## config.mk

```make
export PLATFORM = sky130hd
export DESIGN_NAME = access_trace_buf_flat
export DESIGN_NICKNAME = d
export VERILOG_FILES = /design/src/rtl/access_trace_buf_if.sv /design/src/rtl/access_trace_buf.sv /design/src/flat_wrapper.sv
export SDC_FILE = /design/constraint.sdc
export NUM_CORES = 2
export LEC_CHECK = 0
export CELL_PAD_IN_SITES_DETAIL_PLACEMENT = 1
export CELL_PAD_IN_SITES_GLOBAL_PLACEMENT = 1
export CORE_UTILIZATION = 30
export DETAILED_ROUTE_END_ITERATION = 6
export GPL_TIMING_DRIVEN = 0
export PLACE_DENSITY = 0.53
export SYNTH_ARGS = -nofsm -noshare
export SYNTH_HDL_FRONTEND = slang
export SYNTH_SLANG_ARGS = --single-unit
```

## constraint.sdc

```tcl
create_clock -name clk -period 25.2 [get_ports clk]
set_input_delay 5.04 -clock clk [delete_from_list [all_inputs] [get_ports clk]]
set_output_delay 5.04 -clock clk [all_outputs]
set_load 0.05 [all_outputs]
```

## src/rtl/access_trace_buf_if.sv

```systemverilog
// Access-stage probe and trace read-port bundle shared by access_trace_buf and its producer/consumer.
interface access_trace_buf_if;
  logic        stall;
  logic [63:0] pc;
  logic [4:0]  rd;
  logic [63:0] addr;
  logic [63:0] data;
  logic        request;
  logic        trap_en;
  logic [63:0] trap_pc;
  logic        rd_ready;
  logic        rd_valid;
  logic [63:0] rd_pc;
  logic [63:0] rd_addr;
  logic [63:0] rd_data;
  logic [4:0]  rd_rd;
  logic        rd_trap;

  modport master (
    output stall, pc, rd, addr, data, request, trap_en, trap_pc, rd_ready,
    input  rd_valid, rd_pc, rd_addr, rd_data, rd_rd, rd_trap
  );

  modport slave (
    input  stall, pc, rd, addr, data, request, trap_en, trap_pc, rd_ready,
    output rd_valid, rd_pc, rd_addr, rd_data, rd_rd, rd_trap
  );
endinterface

```

## src/rtl/access_trace_buf.sv

```systemverilog
// Filtered access trace ring buffer with arm/trap/post-trigger freeze control.
// Define ACCESS_TRACE_DISPLAY_EN to print every captured record and the freeze event.
module access_trace_buf #(
  parameter int DEPTH     = 16,
  parameter int POST_TRIG = 4
) (
  input  logic                     clk,
  input  logic                     rst_n,
  input  logic                     arm_i,
  input  logic                     flush_i,
  input  logic                     stop_on_full_i,
  input  logic [63:0]              flt_lo_i,
  input  logic [63:0]              flt_hi_i,
  access_trace_buf_if.slave        bus,
  output logic [$clog2(DEPTH):0]   count_o,
  output logic [15:0]              drops_o,
  output logic [1:0]               state_o,
  output logic                     triggered_o
);

  localparam int AW = $clog2(DEPTH);
  localparam int CW = AW + 1;

  typedef enum logic [1:0] {
    IDLE   = 2'd0,
    ARMED  = 2'd1,
    POST   = 2'd2,
    FROZEN = 2'd3
  } state_e;

  state_e        state_q;
  logic [AW-1:0] headPtr_q, headPtr_d;
  logic [AW-1:0] tailPtr_q, tailPtr_d;
  logic [CW-1:0] count_q, count_d;
  logic [CW-1:0] postCnt_q;
  logic [15:0]   drops_q, drops_d;
  logic          triggered_q;

  logic [63:0] memPc   [DEPTH];
  logic [63:0] memAddr [DEPTH];
  logic [63:0] memData [DEPTH];
  logic [4:0]  memRd   [DEPTH];
  logic        memTrap [DEPTH];

  logic inWindow, capEn, qual, full, popReq, doWrite, doDrop, trapHit;

  // An overwrite when full and not popping moves the head along with the tail.
  always_comb begin
    inWindow  = (bus.pc >= flt_lo_i) && (bus.pc <= flt_hi_i);
    capEn     = (state_q == ARMED) || (state_q == POST);
    qual      = (bus.request || bus.trap_en) && !bus.stall && inWindow && capEn && !flush_i;
    full      = (count_q == CW'(DEPTH));
    popReq    = bus.rd_ready && (count_q != '0);
    doWrite   = qual && (!full || popReq || !stop_on_full_i);
    doDrop    = qual && full && !popReq;
    trapHit   = qual && bus.trap_en;
    headPtr_d = headPtr_q;
    tailPtr_d = tailPtr_q;
    count_d   = count_q;
    drops_d   = drops_q;
    if (doWrite) tailPtr_d = tailPtr_q + 1'b1;
    if (popReq || (doDrop && !stop_on_full_i)) headPtr_d = headPtr_q + 1'b1;
    if (qual && !full && !popReq) count_d = count_q + 1'b1;
    else if (popReq && !qual) count_d = count_q - 1'b1;
    if (doDrop && (drops_q != 16'hFFFF)) drops_d = drops_q + 1'b1;
  end

  always_ff @(posedge clk) begin
    if (doWrite) begin
      memPc[tailPtr_q]   <= bus.pc;
      memAddr[tailPtr_q] <= bus.addr;
      memData[tailPtr_q] <= bus.trap_en ? bus.trap_pc : bus.data;
      memRd[tailPtr_q]   <= bus.rd;
      memTrap[tailPtr_q] <= bus.trap_en;
    end
  end

  always_ff @(posedge clk or negedge rst_n) begin
    if (!rst_n) begin
      state_q     <= IDLE;
      headPtr_q   <= '0;
      tailPtr_q   <= '0;
      count_q     <= '0;
      postCnt_q   <= '0;
      drops_q     <= '0;
      triggered_q <= 1'b0;
    end else if (flush_i) begin
      state_q     <= IDLE;
      headPtr_q   <= '0;
      tailPtr_q   <= '0;
      count_q     <= '0;
      postCnt_q   <= '0;
      drops_q     <= '0;
      triggered_q <= 1'b0;
    end else begin
      headPtr_q <= headPtr_d;
      tailPtr_q <= tailPtr_d;
      count_q   <= count_d;
      drops_q   <= drops_d;
      // Trap records advance the FSM even when the record itself was discarded.
      case (state_q)
        IDLE, FROZEN: begin
          if (arm_i) begin
            state_q     <= ARMED;
            triggered_q <= 1'b0;
            postCnt_q   <= '0;
          end
        end
        ARMED: begin
          if (trapHit) begin
            triggered_q <= 1'b1;
            if (POST_TRIG == 0) begin
              state_q <= FROZEN;
            end else begin
              state_q   <= POST;
              postCnt_q <= CW'(POST_TRIG);
            end
          end
        end
        POST: begin
          if (qual) begin
            postCnt_q <= postCnt_q - 1'b1;
            if (postCnt_q == CW'(1)) state_q <= FROZEN;
          end
        end
        default: state_q <= IDLE;
      endcase
    end
  end

  assign bus.rd_valid = (count_q != '0);
  assign bus.rd_pc    = memPc[headPtr_q];
  assign bus.rd_addr  = memAddr[headPtr_q];
  assign bus.rd_data  = memData[headPtr_q];
  assign bus.rd_rd    = memRd[headPtr_q];
  assign bus.rd_trap  = memTrap[headPtr_q];

  assign count_o     = count_q;
  assign drops_o     = drops_q;
  assign state_o     = state_q;
  assign triggered_o = triggered_q;

`ifdef ACCESS_TRACE_DISPLAY_EN
  function automatic string abiName(input logic [4:0] r);
    string names [32];
    names = '{"zero", "ra", "sp", "gp", "tp", "t0", "t1", "t2",
              "s0", "s1", "a0", "a1", "a2", "a3", "a4", "a5",
              "a6", "a7", "s2", "s3", "s4", "s5", "s6", "s7",
              "s8", "s9", "s10", "s11", "t3", "t4", "t5", "t6"};
    return names[r];
  endfunction

  always_ff @(posedge clk) begin
    if (qual)
      $display("[access_trace_buf] %0t pc=%h rd=%s addr=%h data=%h trap=%0b",
               $time, bus.pc, abiName(bus.rd), bus.addr,
               bus.trap_en ? bus.trap_pc : bus.data, bus.trap_en);
    if (qual && (((state_q == ARMED) && bus.trap_en && (POST_TRIG == 0)) ||
                 ((state_q == POST) && (postCnt_q == CW'(1)))))
      $display("[access_trace_buf] %0t FROZEN count=%0d", $time, count_d);
  end
`else
  // Trace printing compiled out; capture behaviour is unaffected.
`endif

endmodule

```

## src/flat_wrapper.sv

```systemverilog
// flat-port wrapper written by rule: the top's interface ports become plain ports
module access_trace_buf_flat 
#(
  parameter int DEPTH     = 16,
  parameter int POST_TRIG = 4
)
  (clk, rst_n, arm_i, flush_i, stop_on_full_i, flt_lo_i, flt_hi_i, count_o, drops_o, state_o, triggered_o, bus_stall, bus_pc, bus_rd, bus_addr, bus_data, bus_request, bus_trap_en, bus_trap_pc, bus_rd_ready, bus_rd_valid, bus_rd_pc, bus_rd_addr, bus_rd_data, bus_rd_rd, bus_rd_trap);
  access_trace_buf_if bus_i ();
  input  logic clk;
  input  logic rst_n;
  input  logic arm_i;
  input  logic flush_i;
  input  logic stop_on_full_i;
  input  logic [63:0] flt_lo_i;
  input  logic [63:0] flt_hi_i;
  output logic [$clog2(DEPTH):0] count_o;
  output logic [15:0] drops_o;
  output logic [1:0] state_o;
  output logic triggered_o;
  input wire logic [$bits(bus_i.stall)-1:0] bus_stall;
  input wire logic [$bits(bus_i.pc)-1:0] bus_pc;
  input wire logic [$bits(bus_i.rd)-1:0] bus_rd;
  input wire logic [$bits(bus_i.addr)-1:0] bus_addr;
  input wire logic [$bits(bus_i.data)-1:0] bus_data;
  input wire logic [$bits(bus_i.request)-1:0] bus_request;
  input wire logic [$bits(bus_i.trap_en)-1:0] bus_trap_en;
  input wire logic [$bits(bus_i.trap_pc)-1:0] bus_trap_pc;
  input wire logic [$bits(bus_i.rd_ready)-1:0] bus_rd_ready;
  output wire logic [$bits(bus_i.rd_valid)-1:0] bus_rd_valid;
  output wire logic [$bits(bus_i.rd_pc)-1:0] bus_rd_pc;
  output wire logic [$bits(bus_i.rd_addr)-1:0] bus_rd_addr;
  output wire logic [$bits(bus_i.rd_data)-1:0] bus_rd_data;
  output wire logic [$bits(bus_i.rd_rd)-1:0] bus_rd_rd;
  output wire logic [$bits(bus_i.rd_trap)-1:0] bus_rd_trap;
  assign bus_i.stall = bus_stall;
  assign bus_i.pc = bus_pc;
  assign bus_i.rd = bus_rd;
  assign bus_i.addr = bus_addr;
  assign bus_i.data = bus_data;
  assign bus_i.request = bus_request;
  assign bus_i.trap_en = bus_trap_en;
  assign bus_i.trap_pc = bus_trap_pc;
  assign bus_i.rd_ready = bus_rd_ready;
  assign bus_rd_valid = bus_i.rd_valid;
  assign bus_rd_pc = bus_i.rd_pc;
  assign bus_rd_addr = bus_i.rd_addr;
  assign bus_rd_data = bus_i.rd_data;
  assign bus_rd_rd = bus_i.rd_rd;
  assign bus_rd_trap = bus_i.rd_trap;
  access_trace_buf #(.DEPTH(DEPTH), .POST_TRIG(POST_TRIG)) u_core (.clk(clk), .rst_n(rst_n), .arm_i(arm_i), .flush_i(flush_i), .stop_on_full_i(stop_on_full_i), .flt_lo_i(flt_lo_i), .flt_hi_i(flt_hi_i), .bus(bus_i), .count_o(count_o), .drops_o(drops_o), .state_o(state_o), .triggered_o(triggered_o));
endmodule
```

# Word level (Yosys, flattened, before mapping)

Memories as Yosys holds them, arrays and structs flattened.
Cells that the tools add are included.
Widths: inputs -> output; s select.

Output and inout port bits: 223
Logic and storage cells: 94
Input bits: 398
Memories: 5
Memory bits (writable): 3168
Bits in registers: 37

Memories:

| memory         | depth | width | read ports | clocked after Yosys merged registers in | wr ports | RTL line               | text |
|---|---|---|---|---|---|---|---|
| u_core.memAddr | 16    | 64    | 1          | 0                                       | 1        | access_trace_buf.sv:40 | `logic [63:0] memAddr [DEPTH];` |
| u_core.memData | 16    | 64    | 1          | 0                                       | 1        | access_trace_buf.sv:41 | `logic [63:0] memData [DEPTH];` |
| u_core.memPc   | 16    | 64    | 1          | 0                                       | 1        | access_trace_buf.sv:39 | `logic [63:0] memPc [DEPTH];` |
| u_core.memRd   | 16    | 5     | 1          | 0                                       | 1        | access_trace_buf.sv:42 | `logic [4:0] memRd [DEPTH];` |
| u_core.memTrap | 16    | 1     | 1          | 0                                       | 1        | access_trace_buf.sv:43 | `logic memTrap [DEPTH];` |

Reduce and logical (&&, ||, !) cells: 37
Muxes and demuxes: 27
Equal/unequal tests: 10
Order comparisons: 2
Add/sub/neg operators: 6

Operators by type and width:

| operator              | number |
|---|---|
| $ge 64x64->1          | 1 |
| $le 64x64->1          | 1 |
| $mux 64               | 1 |
| $mux 5                | 7 |
| $mux 16               | 2 |
| $add 16x1->16 const B | 1 |
| $mux 4                | 4 |
| $ne 16x16->1 const B  | 1 |
| $logic_and 1x1->1     | 15 |
| $pmux 5 s3            | 1 |
| $mux 2                | 5 |
| $sub 5x1->5 const B   | 2 |
| $add 4x1->4 const B   | 2 |
| $logic_not 1->1       | 6 |
| $ne 3x2->1 const B    | 2 |
| $ne 3x3->1 const B    | 2 |
| $pmux 2 s3            | 1 |
| $reduce_and 3->1      | 2 |
| $reduce_bool 2->1     | 3 |
| $reduce_bool 3->1     | 2 |
| $add 5x1->5 const B   | 1 |
| $eq 5x1->1 const B    | 1 |
| $eq 5x5->1 const B    | 1 |
| $logic_or 1x1->1      | 5 |
| 8 further kinds       | 13 |

# Depth between registers and ports, before layout

Word-level depth: 11
Mapped depth: 17
Mapped depth without buffers: 16

# Worst setup path after synthesis

OpenSTA, ideal clock, no wires.

Path kind: input to register
From: input port flt_hi_i[21]
To: memory u_core.memAddr[1][0], enable pin
Arrival time: 25833 ps
Data required time: 23955 ps
Library setup time: 1245 ps
Stages on the path: 10
Setup slack: -1878 ps
Buffers on the path: 0
Cell sequence: inv_1 -> ha_1 -> a21o_1 -> a21o_1 -> a221o_1 -> a2111o_1 -> a2111oi_4 -> o22ai_2 -> nor2_2 -> nor4bb_1

Longest elaborated chain between the ends: 8

RTL lines:

| what                            | RTL line               | text |
|---|---|---|
| start: declaration              | flat_wrapper.sv:15     | `input logic [63:0] flt_hi_i;` |
| $le 64x64->1                    | access_trace_buf.sv:49 | `inWindow = (bus.pc >= flt_lo_i) && (bus.pc <= flt_hi_i);` |
| $logic_and 1x1->1               | access_trace_buf.sv:49 |  |
| $logic_and 1x1->1 (3 in series) | access_trace_buf.sv:51 | `qual = (bus.request \|\| bus.trap_en) && !bus.stall && inWindow && capEn && !flush_i;` |
| $logic_and 1x1->1               | access_trace_buf.sv:54 | `doWrite = qual && (!full \|\| popReq \|\| !stop_on_full_i);` |
| $mux 1                          | access_trace_buf.sv:69 | `if (doWrite) begin` |
| $mux 1 (not written as such)    | access_trace_buf.sv:71 | `memAddr[tailPtr_q] <= bus.addr;` |
| end: declaration                | access_trace_buf.sv:40 |  |

No other way between the ends.

# Worst setup path in the final report

From: input port bus_pc[63]
To: memory u_core.memData[6][51], enable pin

Longest elaborated chain between the ends: 8
Elaborated cells between the ends (all ways): 9
Classes of those cells: order compare (2); mux (2); reduce/logical (5)

RTL lines:

| what                                                | RTL line               | text |
|---|---|---|
| start: declaration                                  | flat_wrapper.sv:21     | `input wire logic [$bits(bus_i.pc)-1:0] bus_pc;` |
| $ge 64x64->1 / $le 64x64->1 (equally long branches) | access_trace_buf.sv:49 |  |
| $logic_and 1x1->1 (*)                               | access_trace_buf.sv:49 |  |
| $logic_and 1x1->1 (*) (3 in series)                 | access_trace_buf.sv:51 |  |
| $logic_and 1x1->1 (*)                               | access_trace_buf.sv:54 |  |
| $mux 1 (*)                                          | access_trace_buf.sv:69 |  |
| $mux 1 (*)                                          | access_trace_buf.sv:72 | `memData[tailPtr_q] <= bus.trap_en ? bus.trap_pc : bus.data;` |
| end: declaration                                    | access_trace_buf.sv:41 |  |

Every way passes the cells marked *; elsewhere a longest branch is shown, timed or not.

==> results.json <==
{
  "cp_cell_sequence": "clkdlybuf4s50_1 -> ha_1 -> nand4_1 -> nor4_1 -> nand4_1 -> nor4_2 -> buf_4 -> o22ai_2 -> nor2_2 -> clkbuf_1 -> and4b_4 -> buf_16 -> buf_16 -> buf_16",
  "final.setup_skew_ps": 42.5,
  "met3_usage": 0.0253,
  "p_leak_nw": 48.4,
  "maxCapViolations": 0,
  "cts_root_buffer": "clkbuf_16",
  "boundaryPins": 621,
  "synth_top_area_frac": 0.749,
  "antenna_found_initial": 62,
  "crit_type": "in2reg",
  "crit_arrival_ps": 12530,
  "finalNetCount": 8340,
  "overflow": 0,
  "min_period_ps": 11960,
  "drtAntennaViolNets": 0,
  "worstSetupPathDepth": 14,
  "hold_ws_ps": 557,
  "core_sq_um": 421000,
  "synth_flop_cell": "edfxtp_1",
  "worst_pin_slew_ps": 1480,
  "hold_class": "reg2reg",
  "drive_above_1_share": 0.167,
  "cts_setup_buffers": 0,
  "die_h_microns": 653,
  "relSlewSlack": 0.0135,
  "final_util": 0.367,
  "dp.cells": 13100,
  "syn_to_final_growth_pct": 21.4,
  "cts_sinks": 3205,
  "viasPerCell": 5.05,
  "end_kind": "flop",
  "endpoint": "u_core.memData[6][51]",
  "async_flop_share": 0.0115,
  "clockBufferDepth": 4,
  "synthesis.nets": 7233,
  "final-seq-area_sq_um": 96100,
  "dr.pass1.iters": 5,
  "multi_input_area_sq_um": 29100,
  "cts_tree": "built",
  "yosysWarnings": 0,
  "hpwl_mm": 281,
  "ctsHoldBuffers": 0,
  "nFillCells": 41500,
  "synthTopCellsByCount": "edfxtp_1 (3168), mux2i_1 (600), o21ai_0 (420), mux4_2 (396)",
  "cpMaxStageDelayCell": "clkdlybuf4s50_1",
  "path_buf_inv": 6,
  "die_area_sq_um": 426000,
  "vias": 69300,
  "htree_levels": 5,
  "synthTopCellsByArea": "edfxtp_1 (75%), mux4_2 (7.0%), mux2i_1 (4.7%)",
  "worstReg2RegEnd": "u_core.memData[6][51]",
  "power_density_nw_per_um2": 91.8,
  "hold_viol": 0,
  "yosysMostFrequentCell": "edfxtp_1",
  "synth_cells": 6693,
  "seq_area_frac_synth": 0.756,
  "crit_fanout": 35,
  "numCtsBuffers": 352,
  "grt_setup_unrepaired": "no",
  "cts.clk_slew.worst_paths_ps": 60,
  "place_congestion": 0.741,
  "r2r-start": "u_core.state_o[0]",
  "ctsResizeCount": 0,
  "path_delay_family": "simple AND/OR/NAND/NOR gates",
  "avgSynthCellArea_sq_um": 19.0,
  "track_usage": 0.188,
  "peakVddDrop_uv": 50.4,
  "top_usage_layer": "met2",
  "met1_usage": 0.247,
  "wl_per_cell_microns": 29.9,
  "drt_iter0_markers": 5244,
  "synth_top_area_cell": "edfxtp_1",
  "start_kind": "primary input",
  "outcome": "complete, no violations",
  "drv_slew": 0,
  "use_met2": 0.329,
  "r2r_cells": 14,
  "drc": 0,
  "routed_wl_mm": 411,
  "floorplan.die.width_microns": 653,
  "cp_common_cell": "buf_16",
  "reg2reg_slack_ps": 19000,
  "fin_cells": 13700,
  "insertion_delay_ps": 940,
  "io_buffers": 619,
  "syn-cell-area_sq_um": 127000,
  "crit_required_ps": 25760,
  "grt_pass1_wl_mm": 568,
  "synth-seq-cells": 3205,
  "finalSetupViolCount": 0,
  "synth_edf_count": 3168,
  "cp-startpoint": "bus_pc[63]",
  "grt_pass1_vias": 74000,
  "grt_max_degree": 44,
  "max_clock_freq_mhz": 83.6,
  "num_rows": 238,
  "cpPeakStageDelay_ps": 1100,
  "synth_cell_types": 73,
  "initial_core_util": 0.302,
  "fin_crit_sh": 0.475
}
## worst min path at each step
stage	startpoint	endpoint	depth (start not counted)
after global placement	u_core.triggered_o	u_core.triggered_o	1
after CTS	u_core.triggered_o	u_core.triggered_o	1
after detailed placement	u_core.triggered_o	u_core.triggered_o	1
after global routing	u_core.postCnt_q[4]	u_core.postCnt_q[4]	2
after floorplan	u_core.postCnt_q[4]	u_core.postCnt_q[4]	2
final	u_core.triggered_o	u_core.triggered_o	1
## cell families after synthesis
logic type | count (synthesis) | share of synthesized area
AO/OA/AOI/OAI | 1154 | 0.0570
multiplexers | 1268 | 0.142
AND/OR/NAND/NOR | 423 | 0.0158
adder cells (fa/ha/maj) | 142 | 0.0140
XOR/XNOR | 2 | 0.000138
flip-flops | 3205 | 0.756
buffers and inverters | 499 | 0.0153
## where the power goes
part           total (mW)  internal [mW]  switching (mW)
clock network        4.88           2.76            2.12
registers            5.90           5.89          0.0116
logic                3.36           1.28            2.09
## per-stage QoR
stage	power [mW]	setup TNS [ps]	instance area, sq um	setup WS, ps
floorplan	8.10	0	127000	5940
finish	14.2	0	154000	13240
detailed placement	9.47	0	143000	12050
CTS	14.4	0	154000	13040
global route	14.6	0	154000	12920
global placement	9.40	-2870730	140000	-14590
## sequential cells by signal, summed over array words and instances, names as in the netlist, 2 cells and up
name and count:
u_core.postCnt_q 5, u_core.memTrap 16, u_core.headPtr_q 4, u_core.memPc 1024, u_core.count_o 5, u_core.memAddr 1024, u_core.drops_o 16, u_core.tailPtr_q 4
u_core.memRd 80, u_core.state_o 2, u_core.memData 1024
## worst register-to-register path: stages, from the launching register on
cell and delay, ps:
dfrtp_1 390, inv_1 70, ha_1 410, nor3_1 250, o21ai_2 270, a2111oi_0 430
o211ai_1 350, a2111oi_4 570, o22ai_2 340, nor2_2 390, clkbuf_1 420, and4b_4 910
buf_16 330, buf_16 320, buf_16 300
## final cells by class
class | count | share of cell area
sequential | 3205 | 0.623
antenna | 22 | 0.000357
inverter | 146 | 0.00355
timing repair buffer | 753 | 0.0597
clock inverter | 189 | 0.00978
buffer | 353 | 0.00930
clock buffer | 441 | 0.0599
tap | 5640 | 0.0458
multi-input combinational | 2989 | 0.189
## cells in the final DEF, fill, tap and decap left out, drive strengths merged, types with 30 or more instances in the layout
| master | count |
|---|---|
| a21oi | 271 |
| a221oi | 202 |
| a22oi | 200 |
| buf | 235 |
| clkbuf | 693 |
| clkdlybuf4s50 | 617 |
| clkinv | 156 |
| dfrtp | 37 |
| edfxtp | 3168 |
| ha | 141 |
| inv | 156 |
| mux2 | 272 |
| mux2i | 600 |
| mux4 | 396 |
| nand2 | 259 |
| nor2 | 30 |
| o21ai | 421 |
## per-layer routing
layer / routed length (microns) / up-vias
li1: - / 29700
met1: 175000 / 37200
met2: 207000 / 1823
met3: 18700 / 527
met4: 10100 / 10
met5: 56 / -
Power figures use the tool's default switching activity.
